<file path="config.mk">
export PLATFORM = sky130hd
export DESIGN_NAME = ssd_score_ctrl_flat
export DESIGN_NICKNAME = d
export VERILOG_FILES = /design/src/rtl/ssd_score_ctrl_if.sv /design/src/rtl/ssd_score_ctrl.sv /design/src/flat_wrapper.sv
export SDC_FILE = /design/constraint.sdc
export NUM_CORES = 1
export LEC_CHECK = 0
export ABC_AREA = 0
export BUFFER_PORTS_ARGS = -buffer_cell sky130_fd_sc_hd__buf_2
export CAP_MARGIN = 30
export CORE_MARGIN = 2
export CORE_UTILIZATION = 45
export CTS_CLUSTER_DIAMETER = 50
export CTS_CLUSTER_SIZE = 28
export DETAILED_ROUTE_END_ITERATION = 10
export PLACE_DENSITY_LB_ADDON = 0.08
export SYNTH_ARGS = -nofsm -noshare
export SYNTH_HDL_FRONTEND = slang
export SYNTH_SLANG_ARGS = --single-unit
</file>
<file path="constraint.sdc">
create_clock -name Clk -period 5 [get_ports Clk]
set_input_delay 1 -clock Clk [delete_from_list [all_inputs] [get_ports Clk]]
set_output_delay 1 -clock Clk [all_outputs]
set_load 0.02 [all_outputs]
</file>
<file path="src/rtl/ssd_score_ctrl_if.sv">
// Score display bus: load handshake from the game FSM plus the shared
// seven-segment anode/cathode pins.
interface ssd_score_ctrl_if;
  logic [15:0] value;
  logic        load;
  logic        blank;
  logic        busy;
  logic        ovf;
  logic [7:0]  An;
  logic [7:0]  Cath;

  modport master (output value, load, blank, input busy, ovf, An, Cath);
  modport slave  (input value, load, blank, output busy, ovf, An, Cath);
endinterface

</file>
<file path="src/rtl/ssd_score_ctrl.sv">
// Score-to-BCD converter (sequential double dabble) and 4-digit seven-segment scanner.
// Define SSD_LZB_EN to blank leading zeros on digits 3..1.
module ssd_score_ctrl #(
  parameter int SCAN_BITS = 18
) (
  input  logic Clk,
  input  logic Reset,
  ssd_score_ctrl_if.slave bus
);
  typedef enum logic [1:0] {IDLE, SHIFT, COMMIT} state_t;

  state_t                 state;
  logic [15:0]            bin;
  logic [19:0]            bcd;
  logic [19:0]            bcd_adj;
  logic [4:0]             iter;
  logic [15:0]            disp;
  logic                   ovf_q;
  logic [SCAN_BITS+1:0]   pre;
  logic [1:0]             dig;
  logic [3:0]             nib;
  logic [7:0]             seg;

  // Add-3 correction on every nibble before the shift.
  always_comb begin
    bcd_adj = bcd;
    for (int i = 0; i < 5; i++)
      if (bcd[4*i +: 4] >= 4'd5) bcd_adj[4*i +: 4] = bcd[4*i +: 4] + 4'd3;
  end

  always_ff @(posedge Clk or posedge Reset) begin
    if (Reset) begin
      state <= IDLE;
      bin   <= '0;
      bcd   <= '0;
      iter  <= '0;
      disp  <= '0;
      ovf_q <= 1'b0;
    end else begin
      case (state)
        IDLE: if (bus.load) begin
          bin   <= bus.value;
          bcd   <= '0;
          iter  <= '0;
          state <= SHIFT;
        end
        SHIFT: begin
          {bcd, bin} <= {bcd_adj[18:0], bin, 1'b0};
          iter       <= iter + 5'd1;
          if (iter == 5'd15) state <= COMMIT;
        end
        COMMIT: begin
          // Anything past 9999 saturates so the display never wraps.
          if (bcd[19:16] != 4'd0) begin
            disp  <= 16'h9999;
            ovf_q <= 1'b1;
          end else begin
            disp  <= bcd[15:0];
            ovf_q <= 1'b0;
          end
          state <= IDLE;
        end
        default: state <= IDLE;
      endcase
    end
  end

  always_ff @(posedge Clk or posedge Reset) begin
    if (Reset) pre <= '0;
    else       pre <= pre + 1'b1;
  end

  assign dig = pre[SCAN_BITS+1:SCAN_BITS];
  assign nib = disp[{dig, 2'b00} +: 4];

  always_comb begin
    case (nib)
      4'd0: seg = 8'b00000011;
      4'd1: seg = 8'b10011111;
      4'd2: seg = 8'b00100101;
      4'd3: seg = 8'b00001101;
      4'd4: seg = 8'b10011001;
      4'd5: seg = 8'b01001001;
      4'd6: seg = 8'b01000001;
      4'd7: seg = 8'b00011111;
      4'd8: seg = 8'b00000001;
      4'd9: seg = 8'b00001001;
      default: seg = 8'hFF;
    endcase
`ifdef SSD_LZB_EN
    if (dig != 2'd0 && (disp >> {dig, 2'b00}) == 16'd0) seg = 8'hFF;
`endif
  end

  assign bus.busy = (state != IDLE);
  assign bus.ovf  = ovf_q;
  assign bus.An   = bus.blank ? 8'hFF : ~(8'd1 << dig);
  assign bus.Cath = seg;
endmodule

</file>
<file path="src/flat_wrapper.sv">
// flat-port wrapper written by rule: the top's interface ports become plain ports
module ssd_score_ctrl_flat 
#(
  parameter int SCAN_BITS = 18
)
  (Clk, Reset, bus_value, bus_load, bus_blank, bus_busy, bus_ovf, bus_An, bus_Cath);
  ssd_score_ctrl_if bus_i ();
  input  logic Clk;
  input  logic Reset;
  input wire logic [$bits(bus_i.value)-1:0] bus_value;
  input wire logic [$bits(bus_i.load)-1:0] bus_load;
  input wire logic [$bits(bus_i.blank)-1:0] bus_blank;
  output wire logic [$bits(bus_i.busy)-1:0] bus_busy;
  output wire logic [$bits(bus_i.ovf)-1:0] bus_ovf;
  output wire logic [$bits(bus_i.An)-1:0] bus_An;
  output wire logic [$bits(bus_i.Cath)-1:0] bus_Cath;
  assign bus_i.value = bus_value;
  assign bus_i.load = bus_load;
  assign bus_i.blank = bus_blank;
  assign bus_busy = bus_i.busy;
  assign bus_ovf = bus_i.ovf;
  assign bus_An = bus_i.An;
  assign bus_Cath = bus_i.Cath;
  ssd_score_ctrl #(.SCAN_BITS(SCAN_BITS)) u_core (.Clk(Clk), .Reset(Reset), .bus(bus_i));
endmodule
</file>
==> impl_metrics.csv <==
group,metric,value,unit
synthesis,synth_edf_count,0,
placed_design,dpl.hpwl,5.321,mm
global_routing,busiest_layer,"met2",
synthesis,synth-seq-cells,80,
routing,drt-initial-drc-count,125,
worst_setup_path,worst_setup_path_end_kind,"output port",
synthesis,synth_area_per_cell,10.45,µm²
power_and_ir_drop,p_per_area,535.9,mW/mm²
synthesis,yosysTopAreaCellShare,0.4874,
global_routing,pin_count_of_the_biggest_net_entering_global_routing,43,
synthesis,ys_warn_count,0,
sta,setup_viol_count_final,0,
sta,timing_max_transition_violations_final,0,
routing,detail_route.wirelength,8.041,mm
clock_network,cts_tree,"built",
synthesis,synth_most_common_cell,"sky130_fd_sc_hd__dfrtp_1",
routing,mean_number_of_vias_per_cell,5.576,
worst_setup_path,start_to_end_type_of_the_worst_setup_path,"reg -> out",
synthesis,post_synth_main_area_contributors,"sky130_fd_sc_hd__dfrtp_1 49%, sky130_fd_sc_hd__ha_1 6.1%, sky130_fd_sc_hd__xnor2_1 4.3%",
floorplanning,placeableCoreArea,0.008806,mm²
finish,nets,458,
finish,fillerInstances,839,
floorplanning,num_io_pins,38,
worst_setup_path,worstPathArrival,2530,ps
placed_design,port-buffer-count,32,
global_routing,grt_first_pass_wirelength,14.32,mm
sta,max-slew-margin-rel,0.4434,
clock_network,htreeDepth,3,
worst_setup_path,critical_path.startpoint_type,"flop",
clock_network,master_cell_of_the_clock_root_buffer,"sky130_fd_sc_hd__clkbuf_8",
sta,final.min_clock_period,3531,ps
sta,timing.fmax,283.2,MHz
floorplanning,initial_util,0.4665,
sta,share_of_the_clock_period_used_by_the_worst_path_after_layout,0.7062,
sta,post-route-worst-setup-slack,1469,ps
finish,n_antenna_cell,0,
routing,drt-pass1-iter-count,4,
floorplanning,placementRows,34,
synthesis,synthesis.area,0.004108,mm²
run_status,status,"finished clean",
floorplanning,area_of_the_die,0.009908,mm²
clock_network,cts-root-to-sink-buffers,2,
clock_network,ctsHoldBuffers,0,
global_routing,number_of_global_route_vias_before_repair,2968,
sta,tightest_slew,835.0,ps
clock_network,cts_setup_buffers,0,
synthesis,distinct_cells_synth,44,
floorplanning,die_y,99.54,µm
finish,instances_no_fill,531,
routing,route.detailed.drc,0,
global_routing,globalRouteMet3Util,0.04427,
finish,areaGrowthSynthToFinish,10.11,%
global_routing,globalRouteMet1Util,0.2357,
synthesis,synthCells,393,
clock_network,tritoncts.num_buffers,9,
global_routing,global_route_track_usage_on_met2,0.3004,
power_and_ir_drop,leakagePower,2.056,nW
synthesis,dominantRegCellSynth,"sky130_fd_sc_hd__dfrtp_1",
hold_path,timing.hold.worst.class,"reg -> reg",
placed_design,numPlacedInstances,515,
global_routing,antenna_found_initial,0,
floorplanning,floorplan.die.width,99.54,µm
clock_network,worst_setup_hold_path_clk_slew,80,ps
synthesis,yosysSeqAreaShare,0.4874,
routing,route.antenna.remaining_nets,0,
power_and_ir_drop,vdd_drop_max,0.0002253,V
sta,finalHoldViolCount,0,
job,max_cap_violations,0,
placed_design,dp_slack,1836,ps
finish,drive_gt1_frac,0.1513,
sta,fin_setup_tns,0,ps
global_routing,grt-ovfl-total,0,
routing,dr_total_vias,2961,
global_routing,grt_util_all_layers,0.1790,
synthesis,share_of_flip_flops_with_an_asynchronous_set_or_reset,1.000,
clock_network,clkLatencyLatePin,350,ps
placed_design,place.gp.congestion,0.8332,
sta,fin_worst_hold_slack,466.9,ps
sta,finalClockSkew,8.296,ps
worst_setup_path,critPathMaxFanout,11,
clock_network,post_cts.resized_instances,0,
clock_network,clkSinkCount,80,
sta,grt_setup_unrepaired,"no",
worst_setup_path,worst_ep_required_time,4000,ps
synthesis,synthTopCellsByCount,"80 x sky130_fd_sc_hd__dfrtp_1, 33 x sky130_fd_sc_hd__o21ai_0, 32 x sky130_fd_sc_hd__a21oi_1, 20 x sky130_fd_sc_hd__ha_1, 20 x sky130_fd_sc_hd__xnor2_1",
routing,avgRoutedWirePerCell,15.14,µm
synthesis,synthDominantAreaCellType,"sky130_fd_sc_hd__dfrtp_1",
[cell usage in the layout (no fill, tap or decap), drive strengths merged, types with 5 or more instances in the layout]
| master | instances |
|---|---|
| dfrtp | 80 |
| buf | 36 |
| o21ai | 34 |
| a21oi | 32 |
| xnor2 | 20 |
| ha | 20 |
| nor2b | 19 |
| nand2 | 19 |
| a22oi | 16 |
| inv | 16 |
| nor2 | 15 |
| nand3 | 10 |
| clkbuf | 10 |
| nand2b | 8 |
| a22o | 8 |
| o22ai | 7 |
| mux2i | 7 |
| xor2 | 6 |
| o31ai | 5 |
| a32o | 5 |
| and3 | 5 |
| nand4 | 5 |
| conb | 5 |
| clkinv | 5 |
[kinds of logic after synthesis]
family / share of synthesized area
multiplexers: 0.04539
flip-flops: 0.4874
AO/OA/AOI/OAI: 0.1755
other: 0.0009129
XOR/XNOR: 0.05544
adder cells (fa/ha/maj): 0.06092
buffers and inverters: 0.04965
AND/OR/NAND/NOR: 0.1249
[stage by stage]
stage | utilization | area, µm² | total power [mW]
floorplan | - | 4123 | 1.702
global placement | 0.4883 | 4300 | 1.902
detailed placement | 0.4896 | 4312 | 1.933
CTS | 0.5136 | 4523 | 2.454
global route | 0.5136 | 4523 | 2.630
finish | 0.5136 | 4523 | 2.424
[where the power goes]
| group | internal, mW | total, mW | leakage [nW] | switching, mW |
|---|---|---|---|---|
| Clock | 0.280 | 0.512 | 0.110 | 0.233 |
| Combinational | 0.417 | 0.919 | 0.896 | 0.502 |
| Sequential | 0.832 | 0.993 | 1.05 | 0.161 |
| Total | 1.53 | 2.42 | 2.06 | 0.896 |
[path summary, 6_finish.rpt]
check                                start         endpoint  slack (ps)  cells past startpoint
max in group asynchronous            Reset  u_core.state[1]        3170                      3
setup / recovery            u_core.pre[18]      bus_Cath[4]        1470                      7
setup reg to reg           u_core.state[1]   u_core.disp[3]        2550                      3
hold reg to reg             u_core.pre[17]   u_core.pre[17]         470                      1
hold / removal              u_core.pre[17]   u_core.pre[17]         470                      1
min in group asynchronous            Reset   u_core.pre[17]         800                      2
[per-layer routing]
| metal | share of wire | wire (µm) | vias to the layer above |
|---|---|---|---|
| met5 | 0 | 0 | - |
| met4 | 0.0093 | 75 | 0 |
| met3 | 0.034 | 274 | 5 |
| met2 | 0.48 | 3830 | 50 |
| met1 | 0.48 | 3860 | 1478 |
| li1 | - | - | 1428 |
[final cells by class]
type                            instances  area, µm²  share of cell area
Inverter                               17      63.81             0.01411
Sequential cell                        80       2002              0.4426
Multi-Input combinational cell        274       1917              0.4238
Tap cell                              108      135.1             0.02988
Clock inverter                          6      83.83             0.01853
Timing Repair Buffer                   36      193.9             0.04288
Clock buffer                           10      127.6             0.02822
[registers in the layout (all words and copies together), names as in the netlist]
signal,cells
u_core.pre,20
u_core.bcd,20
u_core.state,2
u_core.disp,16
u_core.bin,16
u_core.iter,5
u_core.bus.ovf,1
[critical path, cell delays in order, from the launching register on]
cell and delay, ps:
sky130_fd_sc_hd__dfrtp_1 610, sky130_fd_sc_hd__mux4_1 700, sky130_fd_sc_hd__inv_1 170, sky130_fd_sc_hd__ha_1 250, sky130_fd_sc_hd__nand2_1 70, sky130_fd_sc_hd__o21ai_1 70
sky130_fd_sc_hd__a21oi_1 140, sky130_fd_sc_hd__buf_2 170
(Power assumes the default switching activity.)
